[config.mk]
export PLATFORM = sky130hd
export DESIGN_NAME = shifter_operand_unit
export DESIGN_NICKNAME = d
export VERILOG_FILES = /design/src/rtl/shifter_operand_unit.sv
export SDC_FILE = /design/constraint.sdc
export NUM_CORES = 1
export LEC_CHECK = 0
export ABC_AREA = 0
export CORE_UTILIZATION = 57
export DETAILED_ROUTE_END_ITERATION = 10
export PLACE_DENSITY = 0.87
export SLEW_MARGIN = 10
export SYNTH_ARGS = -nofsm -noshare
export SYNTH_HDL_FRONTEND = slang
export SYNTH_SLANG_ARGS = --single-unit
export TNS_END_PERCENT = 5
[constraint.sdc]
create_clock -name clk -period 5.68 [get_ports clk]
set_clock_uncertainty 0.05 [all_clocks]
set_input_delay 1.42 -clock clk [delete_from_list [all_inputs] [get_ports clk]]
set_output_delay 1.42 -clock clk [all_outputs]
set_load 0.05 [all_outputs]
[src/rtl/shifter_operand_unit.sv]
// ARM-style shifter operand unit: immediate rotate resolves in one edge,
// register shifts iterate one bit per clock through a working register.
module shifter_operand_unit (
   input  logic        clk,
   input  logic        reset,
   input  logic        start,
   input  logic        is_imm,
   input  logic [7:0]  immediate,
   input  logic [3:0]  rotate_imm,
   input  logic [31:0] rm_val,
   input  logic [1:0]  shift_type,
   input  logic [7:0]  shift_amt,
   input  logic        carry_in,
   output logic        busy,
   output logic        done,
   output logic [31:0] operand,
   output logic        carry_out
);

   typedef enum logic [1:0] {StIdle, StShift, StDone} state_e;

   localparam logic [1:0] TypeLsl = 2'b00;
   localparam logic [1:0] TypeLsr = 2'b01;
   localparam logic [1:0] TypeAsr = 2'b10;
   localparam logic [1:0] TypeRor = 2'b11;

   state_e      state_q, state_d;
   logic [31:0] work_q, work_d;
   logic [5:0]  cnt_q, cnt_d;
   logic [1:0]  type_q, type_d;
   logic [31:0] operand_q, operand_d;
   logic        carry_out_q, carry_out_d;

   logic [31:0] imm_ext;
   logic [63:0] imm_rot64;
   logic [31:0] imm_rot;
   logic [5:0]  eff_cnt;
   logic [31:0] shifted;
   logic        shift_carry;
   logic        accept;

   // Rotating a doubled copy keeps the zero-rotate case free of a 32-bit shift.
   always_comb begin
      imm_ext   = {24'h0, immediate};
      imm_rot64 = {imm_ext, imm_ext} >> {rotate_imm, 1'b0};
      imm_rot   = imm_rot64[31:0];
   end

   always_comb begin
      eff_cnt = 6'd0;
      unique case (shift_type)
         TypeLsl, TypeLsr: eff_cnt = (shift_amt > 8'd33) ? 6'd33 : shift_amt[5:0];
         TypeAsr:          eff_cnt = (shift_amt > 8'd32) ? 6'd32 : shift_amt[5:0];
         TypeRor:          eff_cnt = {1'b0, shift_amt[4:0]};
         default:          eff_cnt = 6'd0;
      endcase
   end

   always_comb begin
      shifted     = work_q;
      shift_carry = work_q[0];
      unique case (type_q)
         TypeLsl: begin
            shifted     = {work_q[30:0], 1'b0};
            shift_carry = work_q[31];
         end
         TypeLsr: shifted = {1'b0, work_q[31:1]};
         TypeAsr: shifted = {work_q[31], work_q[31:1]};
         TypeRor: shifted = {work_q[0], work_q[31:1]};
         default: shifted = work_q;
      endcase
   end

   assign accept = start && (state_q != StShift);

   always_comb begin
      state_d     = state_q;
      work_d      = work_q;
      cnt_d       = cnt_q;
      type_d      = type_q;
      operand_d   = operand_q;
      carry_out_d = carry_out_q;

      case (state_q)
         StShift: begin
            work_d = shifted;
            cnt_d  = cnt_q - 6'd1;
            if (cnt_q == 6'd1) begin
               operand_d   = shifted;
               carry_out_d = shift_carry;
               state_d     = StDone;
            end
         end
         StDone:  state_d = StIdle;
         default: state_d = StIdle;
      endcase

      if (accept) begin
         if (is_imm) begin
            operand_d   = imm_rot;
            carry_out_d = (rotate_imm == 4'd0) ? carry_in : imm_rot[31];
            state_d     = StDone;
         end else if (shift_amt == 8'd0) begin
            operand_d   = rm_val;
            carry_out_d = carry_in;
            state_d     = StDone;
         end else if (shift_type == TypeRor && shift_amt[4:0] == 5'd0) begin
            operand_d   = rm_val;
            carry_out_d = rm_val[31];
            state_d     = StDone;
         end else begin
            work_d  = rm_val;
            cnt_d   = eff_cnt;
            type_d  = shift_type;
            state_d = StShift;
         end
      end
   end

   always_ff @(posedge clk) begin
      if (reset) begin
         state_q     <= StIdle;
         work_q      <= 32'h0;
         cnt_q       <= 6'd0;
         type_q      <= 2'b00;
         operand_q   <= 32'h0;
         carry_out_q <= 1'b0;
      end else begin
         state_q     <= state_d;
         work_q      <= work_d;
         cnt_q       <= cnt_d;
         type_q      <= type_d;
         operand_q   <= operand_d;
         carry_out_q <= carry_out_d;
      end
   end

   assign busy      = (state_q == StShift);
   assign done      = (state_q == StDone);
   assign operand   = operand_q;
   assign carry_out = carry_out_q;

endmodule

**Word level (Yosys, flattened, before mapping)**

Index checks and enable logic that the tools add are counted.
W data, S select, Z words.

- $add $sub $neg: 1
- $lt $le $gt $ge: 2
- Equality and inequality tests: 11
- Shift operators: 1
- Multiplexer cells: 34
- Bitwise operators: 3
- Reduce and logical (&&, ||, !) cells: 9

Operators by type and width:

| operator | number |
|---|---|
| $mux W32 | 11 |
| $pmux W32 S4 | 1 |
| $mux W6 | 7 |
| $shr A40 B5 Y32 | 1 |
| $pmux W6 S3 | 1 |
| $gt A8 B6 Y1 const B | 2 |
| $mux W2 | 6 |
| $eq A2 B2 Y1 const B | 5 |
| $logic_not A8 Y1 | 1 |
| $mux W1 | 8 |
| $eq A2 B1 Y1 const B | 3 |
| $eq A6 B1 Y1 const B | 1 |
| $sub A6 B1 Y6 const B | 1 |
| $logic_not A5 Y1 | 1 |
| $logic_not A2 Y1 | 2 |
| $logic_not A4 Y1 | 1 |
| $reduce_and A4 Y1 | 1 |
| $ne A3 B1 Y1 const B | 1 |
| $not A1 Y1 | 3 |
| $logic_and A1 B1 Y1 | 2 |
| $ne A2 B1 Y1 const B | 1 |
| $reduce_or A2 Y1 | 1 |

- Flip-flop bits (word level): 75
- Bits of input ports: 59
- Output and inout bits: 35
- Logic and storage cells: 67

**Longest topological paths before layout**

- Depth in word-level cells: 8
- Mapped depth: 8

**Worst setup path before layout**

No wires, ideal clock.

- Path kind: input -> register
- From: input port shift_amt[4]
- To: register work_q[30]
- Setup time: 67 ps
- Arrival: 2916 ps
- Path slack: 2647 ps
- Stages: 6
- Cell sequence: or4_4 -> a211o_1 -> buf_6 -> buf_6 -> a221o_1 -> a21oi_2

- Word-level cells in the longest chain between the ends: 6

Ends and longest elaborated chain:

| what | line | source |
|---|---|---|
| from (decl) | 12 | `input logic [7:0] shift_amt,` |
| $logic_not A5 Y1 | 107 | `end else if (shift_type == TypeRor && shift_amt[4:0] == 5'd0) begin` |
| $logic_and A1 B1 Y1 | 107 |  |
| $mux W32 | 107 |  |
| $mux W32 (*) | 103 | `end else if (shift_amt == 8'd0) begin` |
| $mux W32 (*) | 99 | `if (is_imm) begin` |
| $mux W32 (*) | 98 | `if (accept) begin` |
| to (signal assigned) | 130 | `work_q <= work_d;` |
| to (decl) | 28 | `logic [31:0] work_q, work_d;` |

Mark *: on every way between the ends. The rest lies on a longest branch, timed or not.
A chain may end at the register's enable or synchronous reset.

**Worst setup path after layout**

- From: input port shift_amt[4]
- To: register operand_q[1] (netlist: operand[1])

- Word-level cells in the longest chain between the ends: 6

Ends and longest elaborated chain:

| what | line | source |
|---|---|---|
| $logic_not A5 Y1 | 107 |  |
| $logic_and A1 B1 Y1 | 107 |  |
| $mux W32 | 107 |  |
| $mux W32 (*) | 103 |  |
| $mux W32 (*) | 99 |  |
| $mux W32 (*) | 98 |  |
| to (signal assigned) | 133 | `operand_q <= operand_d;` |
| to (decl) | 31 | `logic [31:0] operand_q, operand_d;` |

Marked as above.

==> results list <==
* Worst EP arrival: 3.96 ns
- Count of hold buffers inserted by post-cts repair: 0
* Die span in y: 93.9 um
* Total CTS buffers: 9
- The floorplan step defined a core boundary enclosing 8180 um2.
- The min-delay analysis places its worst path in the category reg -> reg.
- Startpoint of the worst register-to-register path: state_q[1]
* Final routed wirelength across all metal layers: 14600 um
* Async set-reset flop share out of synthesis: 0%
- Wirelength per Cell: 20.2 um
- Setup violations remaining at the end of the flow were counted as 0.
- In this run the biggest area consumer among cell types represents 31.2% of the synthesized area.
* Critical setup path kind: in -> reg
- Worst setup EP type: flip-flop
- The tool flagged a number of max-cap violations equal to 0.
* Initial antenna violation count: 0
- The largest individual stage delay along the critical path comes from the cell sky130_fd_sc_hd__a211oi_4.
- By area the synthesized netlist is led by sky130_fd_sc_hd__dfxtp_1 (31%), sky130_fd_sc_hd__mux2i_1 (9.2%), sky130_fd_sc_hd__mux2_2 (7.5%).
* Start point of the worst min-delay path: type_q[1]
* Internal Pwr Total: 0.000973 W
* Starting Density: 58.8%
* Post-synthesis instance total: 559
- Flops & latches, synth: 75
* Worst vdd rail ir drop: 0.162 mV
- Entering global routing, the biggest net connects 67 pins.
* Remaining design rule violation count: 0
- Pwr per Cell Area: 248 nW/um2
- FP Rows: 33
* Boundary pin count: 94
* Crit path cell chain: clkdlybuf4s50_1 -> or4_4 -> a211oi_4 -> o21ai_2 -> buf_4 -> a2111oi_0
* Post-CTS Setup Repair Bufs: 0
- After clock tree synthesis, the clock-pin slew on the worst setup and hold paths is 0.08 ns.
- Summing every instance area after synthesis gives 4810 um2.
- HPWL reported at the end of detailed placement: 9950 um
- Maximum operating frequency: 264 MHz
* Mapped Nets: 620
- For the pin with the worst max-slew slack, the measured transition is 1.15 ns.
- At the end of routability-driven placement, the weighted congestion stood at 0.993.
* Slew Viols, Final: 0
- Die footprint: 8810 um2
* Biggest area consumer among synthesized cells: sky130_fd_sc_hd__dfxtp_1
- The pre-antenna-repair detailed-routing pass consisted of 5 iterations.
- By count the netlist is led by sky130_fd_sc_hd__dfxtp_1 (75), sky130_fd_sc_hd__a21oi_1 (54), sky130_fd_sc_hd__mux2i_1 (44).
* Slowest Stage Delay on Critical Path: 0.75 ns
* Type of element launching the critical path: input port
* Top-count cell post-synth: sky130_fd_sc_hd__dfxtp_1
- In the routed layout, each cell is associated on average with a via count of 6.69.
* Net switching power figure: 0.000483 W
- Of the total power, the clock network draws 29.7%.
* Worst Hold Margin: 0.473 ns
* Synthesized area per cell: 8.61 um2
- Post-cts repair resize count: 0
- Per report_power, the sequential group accounts for 41.5% of the total.
- The first routing iteration left 398 violations.
- Of the cells placed in the final design, the portion with a size suffix greater than 1 is 11.5%.
- Data required time at the worst endpoint: 5.85 ns
- Global-route wire length before repair: 23200 um
* Synth unique cells: 52
- Clock tree from TritonCTS: done
- For this design the static power due to leakage is 2.01 nW.
- The worst path needs 3.79 ns of the cycle, external delays included.
- X dimension of the die: 93.9 um
- Dominant delay contributor by cell family on the critical path: compound AO/OA/AOI/OAI gates
- Result of the run: completed
- For this run, the number of standard cells in the final layout without fillers is 721.
- Tcrit/Tclk final: 66.8%
- The number of global-route vias before repair was 4595.
- Nets@finish: 672
- Switching share of power: 33.2%
* Number of input and output port buffers inserted: 93
- The clock net in this run drives a total of 75 sinks.
- In this run the worst setup path begins at shift_amt[4].
- The total overflow left after global routing is 0.
- H-tree lvl count: 3
* Number of fill cells in the layout: 628
- Diode count: 0
* Post-route antenna net violation count: 0
- Together, buffers and inverters on the worst path number 2.
- Setup total negative slack on the finished layout was measured at 0 ns.
- Total via count after detailed routing: 4823
- Of all nets on the critical path, the largest fanout is 34.
* Total routing usage reported by global routing: 33.8%
* Number of hold-slack violations in the final timing report: 0
* Most frequently used flop master after synthesis: sky130_fd_sc_hd__dfxtp_1
- CTS placed an instance of sky130_fd_sc_hd__clkbuf_8 at the clock tree root.
- Post-placement cell count: 705
* Share of the yosys chip area belonging to registers: 31.2%
* Slew Limit Headroom: 23.1%
- Worst-case clock buffer depth: 2
* Count of synthesis-stage warnings from yosys: 0
- In this run, synthesis inferred 0 flip-flops with an integrated enable.
- The area growth from synthesis to layout is 22.2%.
- Combinational cells account for 28.9% of the total power.
* Unrepaired setup endpoints after global routing: false
- The later pin in the worst-skew pair is clocked with a latency of 0.35 ns.
through the flow:
step | setup slack (ns) | utilization, % | power [W] | instance area (um2)
finish | 1.89 | 71.9 | 0.00146 | 5880
global route | 1.76 | 71.9 | 0.00152 | 5880
CTS | 1.90 | 71.9 | 0.00145 | 5880
detailed placement | 1.56 | 69.4 | 0.00103 | 5680
global placement | 1.66 | 69.4 | 0.00102 | 5680
floorplan | 2.65 | - | 0.000884 | 4810
power by group through the flow:
| stage | combinational [W] | clock (W) | sequential (W) |
|---|---|---|---|
| floorplan | 0.000221 | 0 | 0.000663 |
| finish | 0.000420 | 0.000432 | 0.000604 |
| CTS | 0.000416 | 0.000431 | 0.000602 |
| global placement | 0.000405 | 0 | 0.000611 |
| global route | 0.000450 | 0.000459 | 0.000607 |
| detailed placement | 0.000413 | 0 | 0.000614 |
flip-flops by register name (all words and copies together) (netlist names):
register	flops
type_q	2
cnt_q	6
work_q	32
carry_out	1
state_q	2
operand	32
worst register-to-register path, cell delays in order (launching register included):
cell                       delay [ns]
sky130_fd_sc_hd__dfxtp_1         0.32
sky130_fd_sc_hd__nand2b_2        0.20
sky130_fd_sc_hd__inv_1           0.08
sky130_fd_sc_hd__buf_4           0.18
sky130_fd_sc_hd__and3_2          0.94
sky130_fd_sc_hd__mux2_2          0.46
sky130_fd_sc_hd__a221oi_1        0.27
path summary, 6_finish.rpt:
kind | slack, ns | to | cells after the start
worst max register to register | 3.09 | operand[30] | 6
worst max-delay path | 1.89 | operand[1] | 6
worst min-delay path | 0.47 | type_q[1] | 2
worst min register to register | 0.47 | type_q[1] | 2
layer usage:
metal | share of wire [%] | vias to the layer above | track usage (%) | wire [um]
li1 | - | 2258 | - | -
met1 | 44 | 2318 | 45.5 | 6420
met2 | 47 | 212 | 54.5 | 6850
met3 | 6.7 | 35 | 5.58 | 981
met4 | 2.2 | 0 | 11.5 | 316
met5 | 0 | - | 0 | 0
area by class of cell:
type	count	area (um2)	share of cell area, %
Inverter	7	26.3	0.447
Sequential cell	75	1500	25.5
Timing Repair Buffer	102	993	16.9
Multi-Input combinational cell	416	3020	51.4
Tap cell	105	131	2.23
Clock buffer	12	155	2.64
Clock inverter	4	48.8	0.830
kinds of logic after synthesis:
family                   count (synthesis)  synth area share (%)
AO/OA/AOI/OAI                          190                  28.5
AND/OR/NAND/NOR                        145                  16.3
multiplexers                            76                  16.6
flip-flops                              75                  31.2
buffers and inverters                   68                  6.37
XOR/XNOR                                 3                 0.546
adder cells (fa/ha/maj)                  2                 0.520
cell usage in the layout (no fill, tap or decap), drive strengths merged, types with 2 or more instances in the layout:
cell           synthesis  layout
clkdlybuf4s50          0      92
dfxtp                 75      75
a21oi                 55      55
mux2i                 44      44
nand2b                37      37
nand3                 36      36
mux2                  32      32
o221ai                29      29
a211oi                29      29
o31ai                 20      20
nor2                  18      18
nor3                  15      15
o21ai                 14      14
nand2                 13      13
clkbuf                37      12
a2111oi               11      11
buf                   24      10
a221oi                 9       9
inv                    7       7
nand3b                 7       7
and2                   5       5
o22ai                  4       4
o32ai                  4       4
nor2b                  3       3
clkinv                 0       3
or3                    2       2
xor2                   2       2
nand4                  2       2
a311oi                 2       2
nor4                   2       2
a31oi                  2       2
o41ai                  2       2
ha                     2       2
nor3b                  2       2
and3                   2       2
(Power assumes the default switching activity.)
